==> src/rtl/ram_arbiter.sv <==
// Arbitrates the single-port program/data RAM between the CPU core and a debug/loader master.
// Build option ARB_STARVE_EN enables the starvation counter and forced debug slot.
`timescale 1ns/1ps

module ram_arbiter #(
    parameter int unsigned ADDR_W     = 10,
    parameter int unsigned DATA_W     = 16,
    parameter int unsigned STARVE_MAX = 4
) (
    input  logic              clk,
    input  logic              rst_n,
    input  logic              cpu_req,
    input  logic              cpu_we,
    input  logic [ADDR_W-1:0] cpu_addr,
    input  logic [DATA_W-1:0] cpu_din,
    output logic [DATA_W-1:0] cpu_dout,
    output logic              cpu_stall,
    input  logic              dbg_req,
    input  logic              dbg_we,
    input  logic [ADDR_W-1:0] dbg_addr,
    input  logic [DATA_W-1:0] dbg_din,
    output logic              dbg_ack,
    output logic [DATA_W-1:0] dbg_rdata,
    output logic [ADDR_W-1:0] ram_addr,
    output logic [DATA_W-1:0] ram_din,
    output logic              ram_we,
    input  logic [DATA_W-1:0] ram_dout
);

    if (STARVE_MAX < 1 || STARVE_MAX > 15) begin : g_bad_starve_max
        $error("STARVE_MAX must be within 1..15");
    end

    typedef enum logic {
        IDLE     = 1'b0,
        DBG_RESP = 1'b1
    } state_t;

    state_t            state;
    state_t            state_nxt;
    logic              dbg_pending;
    logic              dbg_grant;
    logic              resp_we_q;
    logic [DATA_W-1:0] hold_q;
    logic [DATA_W-1:0] rdata_q;

    // Gated by rst_n so the CPU keeps the bus (with writes off) throughout reset.
    assign dbg_pending = rst_n && dbg_req && (state == IDLE);

`ifdef ARB_STARVE_EN
    localparam int unsigned CNT_W = 4;
    localparam logic [CNT_W-1:0] CNT_MAX = CNT_W'(STARVE_MAX);

    logic [CNT_W-1:0] starve_cnt;
    logic             starved;

    assign starved   = (starve_cnt == CNT_MAX);
    assign dbg_grant = dbg_pending && (!cpu_req || starved);

    // Counts consecutive denied debug cycles; saturates at the forced-slot threshold.
    always_ff @(posedge clk or negedge rst_n) begin
        if (!rst_n) begin
            starve_cnt <= '0;
        end else if (dbg_grant || !dbg_req) begin
            starve_cnt <= '0;
        end else if (dbg_pending && !starved) begin
            starve_cnt <= starve_cnt + CNT_W'(1);
        end
    end
`else
    assign dbg_grant = dbg_pending && !cpu_req;
`endif

    // State register.
    always_ff @(posedge clk or negedge rst_n) begin
        if (!rst_n) begin
            state <= IDLE;
        end else begin
            state <= state_nxt;
        end
    end

    // Next-state logic: a granted access always spends exactly one cycle in DBG_RESP.
    always_comb begin
        state_nxt = state;
        case (state)
            IDLE:     if (dbg_grant) state_nxt = DBG_RESP;
            DBG_RESP: state_nxt = IDLE;
            default:  state_nxt = IDLE;
        endcase
    end

    // Output logic: bus mux, stall, acknowledge and read-data shield.
    always_comb begin
        ram_addr  = cpu_addr;
        ram_din   = cpu_din;
        ram_we    = 1'b0;
        cpu_stall = 1'b0;
        dbg_ack   = 1'b0;
        cpu_dout  = ram_dout;
        dbg_rdata = rdata_q;

        if (dbg_grant) begin
            ram_addr = dbg_addr;
            ram_din  = dbg_din;
            ram_we   = dbg_we;
        end else if (rst_n) begin
            ram_we = cpu_we && cpu_req;
        end

`ifdef ARB_STARVE_EN
        cpu_stall = dbg_grant && cpu_req;
`endif

        // ram_dout comes straight off the RAM output register, so it is stable for the whole ack cycle.
        if (state == DBG_RESP) begin
            dbg_ack  = 1'b1;
            cpu_dout = hold_q;
            if (!resp_we_q) begin
                dbg_rdata = ram_dout;
            end
        end
    end

    // Grant-cycle capture of the CPU's read data, and retention of the debug read result.
    always_ff @(posedge clk or negedge rst_n) begin
        if (!rst_n) begin
            hold_q    <= '0;
            rdata_q   <= '0;
            resp_we_q <= 1'b0;
        end else begin
            if (dbg_grant) begin
                hold_q    <= ram_dout;
                resp_we_q <= dbg_we;
            end
            if (state == DBG_RESP && !resp_we_q) begin
                rdata_q <= ram_dout;
            end
        end
    end

endmodule

==> config.mk <==
export PLATFORM = sky130hd
export DESIGN_NAME = ram_arbiter
export DESIGN_NICKNAME = d
export VERILOG_FILES = /design/src/rtl/ram_arbiter.sv
export SDC_FILE = /design/constraint.sdc
export NUM_CORES = 1
export LEC_CHECK = 0
export BUFFER_PORTS_ARGS = -buffer_cell sky130_fd_sc_hd__buf_2
export CAP_MARGIN = 0
export CELL_PAD_IN_SITES_DETAIL_PLACEMENT = 0
export CELL_PAD_IN_SITES_GLOBAL_PLACEMENT = 1
export CORE_MARGIN = 2
export CORE_UTILIZATION = 36
export DETAILED_ROUTE_END_ITERATION = 12
export HOLD_SLACK_MARGIN = 0.1
export PLACE_DENSITY = 0.85
export SKIP_LAST_GASP = 1
export SYNTH_ARGS = -nofsm -noshare
export SYNTH_HDL_FRONTEND = slang
export SYNTH_SLANG_ARGS = --single-unit
==> constraint.sdc <==
create_clock -name clk -period 3.5 [get_ports clk]
set_clock_uncertainty 0.1 [all_clocks]
set_input_delay 0.175 -clock clk [delete_from_list [all_inputs] [get_ports clk]]
set_output_delay 0.175 -clock clk [all_outputs]
set_load 0.02 [all_outputs]
==> results of run 1 <==
## final timing paths
kind,end
max in group asynchronous,rdata_q[2]
worst max-delay path,ram_din[4]
min in group asynchronous,hold_q[10]
worst min register to register,hold_q[2]
worst max register to register,hold_q[3]
worst min-delay path,state
## through the flow
| step | util, % | hold slack (ns) |
|---|---|---|
| 6_report | 52.6 | 0.341 |
| 5_1_grt | 52.6 | 0.356 |
| 4_1_cts | 52.6 | 0.337 |
| 3_5_place_dp | 48.3 | 0.186 |
| 3_3_place_gp | 48.3 | 0.187 |
| 2_1_floorplan | - | -0.221 |
## power by group through the flow
stage | Clock [µW] | Sequential (µW) | Combinational [µW]
after floorplan | 0 | 518 | 356
after global placement | 0 | 528 | 487
after detailed placement | 0 | 532 | 494
after CTS | 283 | 525 | 512
after global routing | 299 | 538 | 547
final | 270 | 525 | 506
## worst max-delay path: stages
cell and delay [ns]:
dlygate4sd3_1 0.53, buf_2 0.13, nor4bb_4 0.21, buf_4 0.44, mux2_4 0.34, buf_2 0.16
## registers in the layout, indices dropped and copies added (netlist names)
register   flops
hold_q        16
rdata_q       16
resp_we_q      1
state          1
## placed cells by master (no fill, tap or decap)
master	count
a21boi_0	1
buf_2	133
buf_4	5
clkbuf_8	5
clkinv_2	2
conb_1	1
dfrtp_1	34
dlygate4sd3_1	18
mux2_1	1
mux2_2	51
mux2_4	39
nand2_1	1
nand2b_1	1
nand4bb_1	1
nor4bb_4	1
## logic make-up after synthesis
| kind of cell | Yosys count |
|---|---|
| DFF | 34 |
| buffers and inverters | 12 |
| muxes | 91 |
| AOI/OAI and AO/OA | 1 |
| and+or+nand+nor | 4 |
| other | 1 |
## layout make-up
cell class	count	area [µm²]	share of cell area, %
repair buffers	156	883	28.2
clock inverters	2	10.0	0.319
well taps	75	93.8	2.99
flip-flops and latches	34	851	27.1
clock buffers	5	68.8	2.19
multi-input cells	97	1230	39.2
## metal layers
metal	part of all wire [%]	vias to the layer above	routed length (µm)	global-route usage [%]
li1	-	815	-	-
met1	40	776	1950	16.4
met2	49	80	2400	24.3
met3	9.6	9	472	4.46
met4	1.7	0	83	5.41
met5	0	-	0	0
==> results.cfg, run 1 <==
[outcome]
status = complete, no violations

[global_route]
track_usage_pct = 14.1
antenna_found_initial = 0
overflow = 0
grt_pass1_wl_um = 7200
grt_max_degree = 36
grt_pass1_vias = 1557

[final_layout]
syn2layout_area_growth_pct = 41.2
final_nets = 368
n_antenna_cell = 0
nFillCells = 528
design_area_mm2 = 0.00314
drive_above_1_share_pct = 80.3
finalNonFillerCells = 369

[setup_path]
crit_path_start = rst_n
endpoint_kind = output port
crit_path_start_kind = primary input
rrSetupSlack_ns = 1.77
r2r_start = state
arrival_ns = 1.98
cp_max_fo = 25
r2r.worst_path.cells = 3
crit_required_ns = 3.22
crit_type = in -> out

[logic_synthesis]
yosysTopAreaCell = dfrtp_1
synthesis.nets = 217
seq_area_frac_synth_pct = 38.3
synth_top_family_by_area = multiplexers
synth_fa_ha_area_share_pct = 0
synthMuxAreaShare_pct = 52.7
synthXorXnorAreaFrac_pct = 0
synth_edf_count = 0
synthCells = 143
synth-warning-count = 0
synth_area_leaders = dfrtp_1 38%, mux2_4 26%, mux2_2 26%, buf_12 3.6%, buf_4 1.4%
ys_ff_latch = 34
synth_area_per_cell_um2 = 15.5
netlist.area_leader.share_pct = 38.3
ys.flop_type = dfrtp_1
synth_cell_type_count = 15
synth_most_common_cell = mux2_2
synthSimpleGateAreaFrac_pct = 2.08
synth-compound-area-share_pct = 0.338
synth_common_cells = 51 x mux2_2, 39 x mux2_4, 34 x dfrtp_1, 4 x buf_12, 4 x buf_4
synthesis.area_mm2 = 0.00222
synth-async-reset-ratio_pct = 100

[clocking]
cts_tree = yes
cts_buffer_depth = 2
cts_resized = 0
cts_root_buf = clkbuf_8
clock-sinks = 34
htreeDepth = 2
cts-hold-fix-buffers = 18
numCtsBuffers = 5
clock_latency_ns = 0.27
clkTransAtPathRegs_ns = 0.06
cts_setup_buffers = 0

[drt]
wl_per_cell_um = 13.3
post_drt_via_cell_ratio = 4.55
drt_iter0_markers = 37
vias = 1680
routed_wl_um = 4910
drc = 0
drtPass1Iterations = 3
postRouteAntennaNets = 0

[place]
dpl_cell_area_mm2 = 0.00288
hpwl_um = 3580
place.gp.congestion = 0.722
port_buffers = 133
placed_cells = 344
pre_cts_ws_ns = 1.59

[pwr]
ir_drop_uv = 335
netSwitchingFraction_pct = 31.7
leakage_uw = 0.00157
p_int_uw = 888
total_power_uw = 1300
pwr-share-comb_pct = 38.9
power_switching_uw = 412
clkPwrFrac_pct = 20.7
p_per_area_mw_per_mm2 = 415
seq_power_share_pct = 40.3

[floorplan]
coreArea_mm2 = 0.00596
rows = 28
die_area_mm2 = 0.00681
die_y_um = 82.5
die_width_um = 82.5
initial_core_util_pct = 37.3
design.portCount = 135

[sta]
max_freq_mhz = 444
finalCritPeriodShare_pct = 64.4
worst_slack_ns = 1.25
rsz0062_at_grt = false
fin_tns_setup_ns = 0
hold_viol = 0
setup_violations = 0
slew_violations = 0
finalCriticalPeriod_ns = 2.25

[min_path]
hold_path_depth = 3
min-delay-start = cpu_req
worstHoldPathType = in -> reg

[job]
drv_cap = 0
(Power assumes the default switching activity.)
==> run 2, diff against run 1 <==
Settings changed: CORE_UTILIZATION 36 to 30, PLACE_DENSITY 0.85 to 0.75.
Clock period 3.5 ns to 2 ns, I/O delays scaled along.
==> results.cfg, run 2 (same netlist as run 1, synthesis figures left out) <==
[pwr]
leakage_uw = 0.00182
ir_drop_uv = 401
total_power_uw = 2480
p_per_area_mw_per_mm2 = 671

[sta]
worst_slack_ns = -0.0445
slew_violations = 0
rsz0062_at_grt = true
finalCriticalPeriod_ns = 2.04
finalCritPeriodShare_pct = 102
max_freq_mhz = 489
setup_violations = 9
hold_viol = 0
fin_tns_setup_ns = -0.331

[drt]
drt_iter0_markers = 57
drtPass1Iterations = 4
postRouteAntennaNets = 0
vias = 1833
drc = 0
wl_per_cell_um = 15.1
routed_wl_um = 6240
post_drt_via_cell_ratio = 4.43

[setup_path]
r2r-end = hold_q[2]
crit_path_max_incr_delay_ns = 0.42
rrSetupSlack_ns = 0.12
cp_max_fo = 5
path_buf_inv = 4
crit_path_start_kind = register
crit_path_cell_trace = nor4bb_4 -> buf_4 -> buf_12 -> buf_12 -> mux2_4 -> buf_6
crit_family = buffers and inverters
cp-endpoint = ram_din[3]
arrival_ns = 1.84
r2r_start = state
r2r.worst_path.cells = 6
crit_path_start = state
endpoint_kind = output port
crit_type = reg -> out
cp_slowest_cell = dfrtp_1
crit_required_ns = 1.80
crit_cells = 6
cpMostUsedCell = buf_12

[outcome]
status = complete, but fails checks
violations = negative setup slack

[final_layout]
syn2layout_area_growth_pct = 66.4
final_common_cell = buf_2
largestRegisters = hold_q x16, rdata_q x16
drive_above_1_share_pct = 81.9
final_nets = 388
regArea_um2 = 851
n_antenna_cell = 0
nFillCells = 652
final_core_util_pct = 51.2
multi_input_area_mm2 = 0.00124
final_cell_mix = 103 x buf_2, 51 x mux2_2, 39 x mux2_4

[global_route]
grt_pass1_vias = 1837
grt_max_degree = 36
grt_pass1_wl_um = 9340
met2_usage_pct = 27.2
antenna_found_initial = 0
busiest_layer = met2
track_usage_pct = 14.4
met1_usage_pct = 15.5
overflow = 0
grt_use_met3_pct = 4.69

[clocking]
cts_tree = yes
clock_latency_ns = 0.28
clock-sinks = 34
cts_buffer_depth = 2
numCtsBuffers = 5
clkTransAtPathRegs_ns = 0.07
htreeDepth = 2
cts_root_buf = clkbuf_8

[place]
port_buffers = 133
pre_cts_ws_ns = 0.248
hpwl_um = 3820
place.gp.congestion = 0.649

[floorplan]
coreArea_mm2 = 0.00721
die_y_um = 90.0
rows = 31
design.portCount = 135
initial_core_util_pct = 30.8
die_width_um = 90.0
die_area_mm2 = 0.00811

[min_path]
worstHoldPathType = in -> async

[job]
drv_cap = 0
run 2: changes by cell type in the layout (fill, tap and decap cells not counted):
cell / previous run / this run
buf_16: 0 / 2
buf_6: 0 / 28
buf_2: 133 / 103
buf_4: 5 / 16
clkbuf_8: 5 / 6
nand2b_1: 1 / 0
clkinv_2: 2 / 1
clkbuf_16: 0 / 3
nand2b_4: 0 / 1
clkinvlp_4: 0 / 1
bufbuf_16: 0 / 1
buf_8: 0 / 1
buf_12: 0 / 4
run 2: worst min path at each step:
stage               startpoint           to  slack, ns  cells past startpoint
floorplan                rst_n    hold_q[0]      -0.30                      0
global placement         rst_n   hold_q[15]       0.12                      2
detailed placement       rst_n    hold_q[4]       0.12                      2
CTS                      rst_n  rdata_q[15]       0.34                      3
global route             rst_n   rdata_q[1]       0.35                      3
finish                   rst_n    hold_q[3]       0.29                      3
run 2: cell type report:
type                       instances  area share, %
clock inverter                     2          0.339
clock buffer                       6           2.24
timing repair buffer             176           37.6
sequential                        34           23.0
multi-input combinational         97           33.5
tap                               99           3.35
run 2: what timing repair did:
item                                   4_1_cts  5_1_grt
setup endpoints to repair                   37       43
gates resized for setup                     43       26
hold buffers                                18        0
endpoints found under the hold margin       67        0
buffers inserted                             6        6
pin swaps                                    1        1
cloned                                       4        3
run 2: worst reg2reg max path, delay by kind of cell, from the launching register on:
| kind | cells | cell delay [ns] |
|---|---|---|
| buffers and inverters | 4 | 0.61 |
| DFF | 1 | 0.42 |
| muxes | 1 | 0.36 |
| and+or+nand+nor | 1 | 0.29 |
run 2: per-layer routing:
layer	vias to the layer above	routed length [µm]	share of wire, %
li1	866	-	-
met1	880	2500	40
met2	82	3250	52
met3	5	467	7.5
met4	0	34	0.54
met5	-	0	0
run 2: power breakdown:
part           internal, µW  switching, µW
logic                   585            440
registers               844           70.1
clock network           277            262
total                  1710            773
run 2: stage by stage:
| step | hold WS, ns | cells | cell area [µm²] |
|---|---|---|---|
| 6_report | 0.288 | 414 | 3690 |
| 5_1_grt | 0.352 | 414 | 3690 |
| 4_1_cts | 0.339 | 406 | 3520 |
| 3_5_place_dp | 0.117 | 370 | 2930 |
| 3_3_place_gp | 0.118 | 370 | 2930 |
| 2_1_floorplan | -0.296 | 143 | 2220 |
==> run 3, diff against run 2 <==
Settings changed: CORE_UTILIZATION 30 to 33, PLACE_DENSITY 0.75 to 0.78.
Clock period 2 ns to 2.3 ns, I/O delays scaled along.
==> results.cfg, run 3 (same netlist as run 1, synthesis figures left out) <==
[place]
place.gp.congestion = 0.634
hpwl_um = 4020
port_buffers = 133
placed_cells = 346

[clocking]
cts_resized = 0
cts_buffer_depth = 2
cts_tree = yes
numCtsBuffers = 5
htreeDepth = 2
clock-sinks = 34
clock_latency_ns = 0.28
clkTransAtPathRegs_ns = 0.06
cts_root_buf = clkbuf_8

[final_layout]
syn2layout_area_growth_pct = 43.9
final_nets = 368
regArea_um2 = 851
final_common_cell = buf_2
n_antenna_cell = 0
finalNonFillerCells = 371
multi_input_area_mm2 = 0.00123
final_cell_mix = 133 x buf_2, 51 x mux2_2, 39 x mux2_4
largestRegisters = hold_q x16, rdata_q x16
drive_above_1_share_pct = 80.3
nFillCells = 606

[pwr]
ir_drop_uv = 391
leakage_uw = 0.00160
p_per_area_mw_per_mm2 = 665

[setup_path]
endpoint_kind = output port
path_buf_inv = 4
arrival_ns = 1.94
crit_type = in -> out
crit_cells = 6
crit_path_cell_trace = dlygate4sd3_1 -> buf_2 -> nor4bb_4 -> buf_4 -> mux2_4 -> buf_2
crit_family = buffers and inverters
r2r.worst_path.cells = 3
cp_max_fo = 21
rrSetupSlack_ns = 0.55
crit_path_start = rst_n
cpMostUsedCell = buf_2
crit_path_max_incr_delay_ns = 0.54
crit_path_start_kind = primary input
cp_slowest_cell = dlygate4sd3_1
r2r_start = state
crit_required_ns = 2.09

[drt]
post_drt_via_cell_ratio = 4.58
vias = 1701
drc = 0
postRouteAntennaNets = 0
routed_wl_um = 5370
wl_per_cell_um = 14.5
drt_iter0_markers = 56
drtPass1Iterations = 4

[sta]
rsz0062_at_grt = false
slew_violations = 0
setup_violations = 0
hold_viol = 0
fin_tns_setup_ns = 0
finalCritPeriodShare_pct = 93.8
max_freq_mhz = 464
finalCriticalPeriod_ns = 2.16

[global_route]
antenna_found_initial = 0
grt_pass1_vias = 1711
overflow = 0
track_usage_pct = 14.4
grt_pass1_wl_um = 8290
grt_max_degree = 36

[floorplan]
rows = 29
initial_core_util_pct = 34.6
die_width_um = 86.0
coreArea_mm2 = 0.00642
die_area_mm2 = 0.00740
design.portCount = 135
die_y_um = 86.0

[min_path]
worstHoldPathType = in -> reg
hold_path_depth = 3
min-delay-start = cpu_req

[job]
drv_cap = 0

[outcome]
status = complete, no violations
-- run 3: worst paths after layout --
path / end
worst max-delay path: ram_addr[3]
worst max register to register: hold_q[1]
worst min register to register: rdata_q[11]
worst min-delay path: state
max in group asynchronous: rdata_q[14]
min in group asynchronous: hold_q[15]
-- run 3: layer usage --
| layer | part of all wire [%] | vias up | GRT usage [%] |
|---|---|---|---|
| li1 | - | 815 | - |
| met1 | 37 | 792 | 16.3 |
| met2 | 52 | 81 | 25.2 |
| met3 | 7.9 | 13 | 4.14 |
| met4 | 2.4 | 0 | 6.06 |
| met5 | 0 | - | 0 |
-- run 3: cell type report --
cell class	instances	share of cell area, %
Clock buffer	6	2.58
Clock inverter	1	0.939
Multi-Input combinational cell	97	38.4
Sequential cell	34	26.6
Tap cell	77	3.01
Timing Repair Buffer	156	28.4
-- run 3: tightest hold or removal path, stage by stage --
cell      delay [ns]
buf_2           0.12
nor4bb_4        0.06
buf_4           0.24
-- run 3: timing repair --
action                    CTS  global route
hold buffers               18             0
buffers inserted            0             0
hold endpoints to repair   67             0
-- run 3: per-stage QoR --
step / instance area, µm² / power, µW / worst slack [ns] / hold slack [ns] / utilization (%)
6_report: 3200 / 2130 / 0.143 / 0.249 / 49.8
5_1_grt: 3200 / 2260 / 0.0341 / 0.262 / 49.8
3_3_place_gp: 2900 / 1560 / 0.484 / 0.110 / 45.2
3_5_place_dp: 2900 / 1570 / 0.438 / 0.108 / 45.2
4_1_cts: 3200 / 2160 / 0.114 / 0.246 / 49.8
2_1_floorplan: 2220 / 1330 / 0.541 / -0.281 / -
-- run 3: power breakdown --
| group | switching (µW) | internal, µW | leakage [µW] |
|---|---|---|---|
| combinational | 360 | 418 | 0.00114 |
| sequential | 61.5 | 735 | 0.000401 |
| clock | 206 | 346 | 0.0000573 |
| total | 627 | 1500 | 0.00160 |
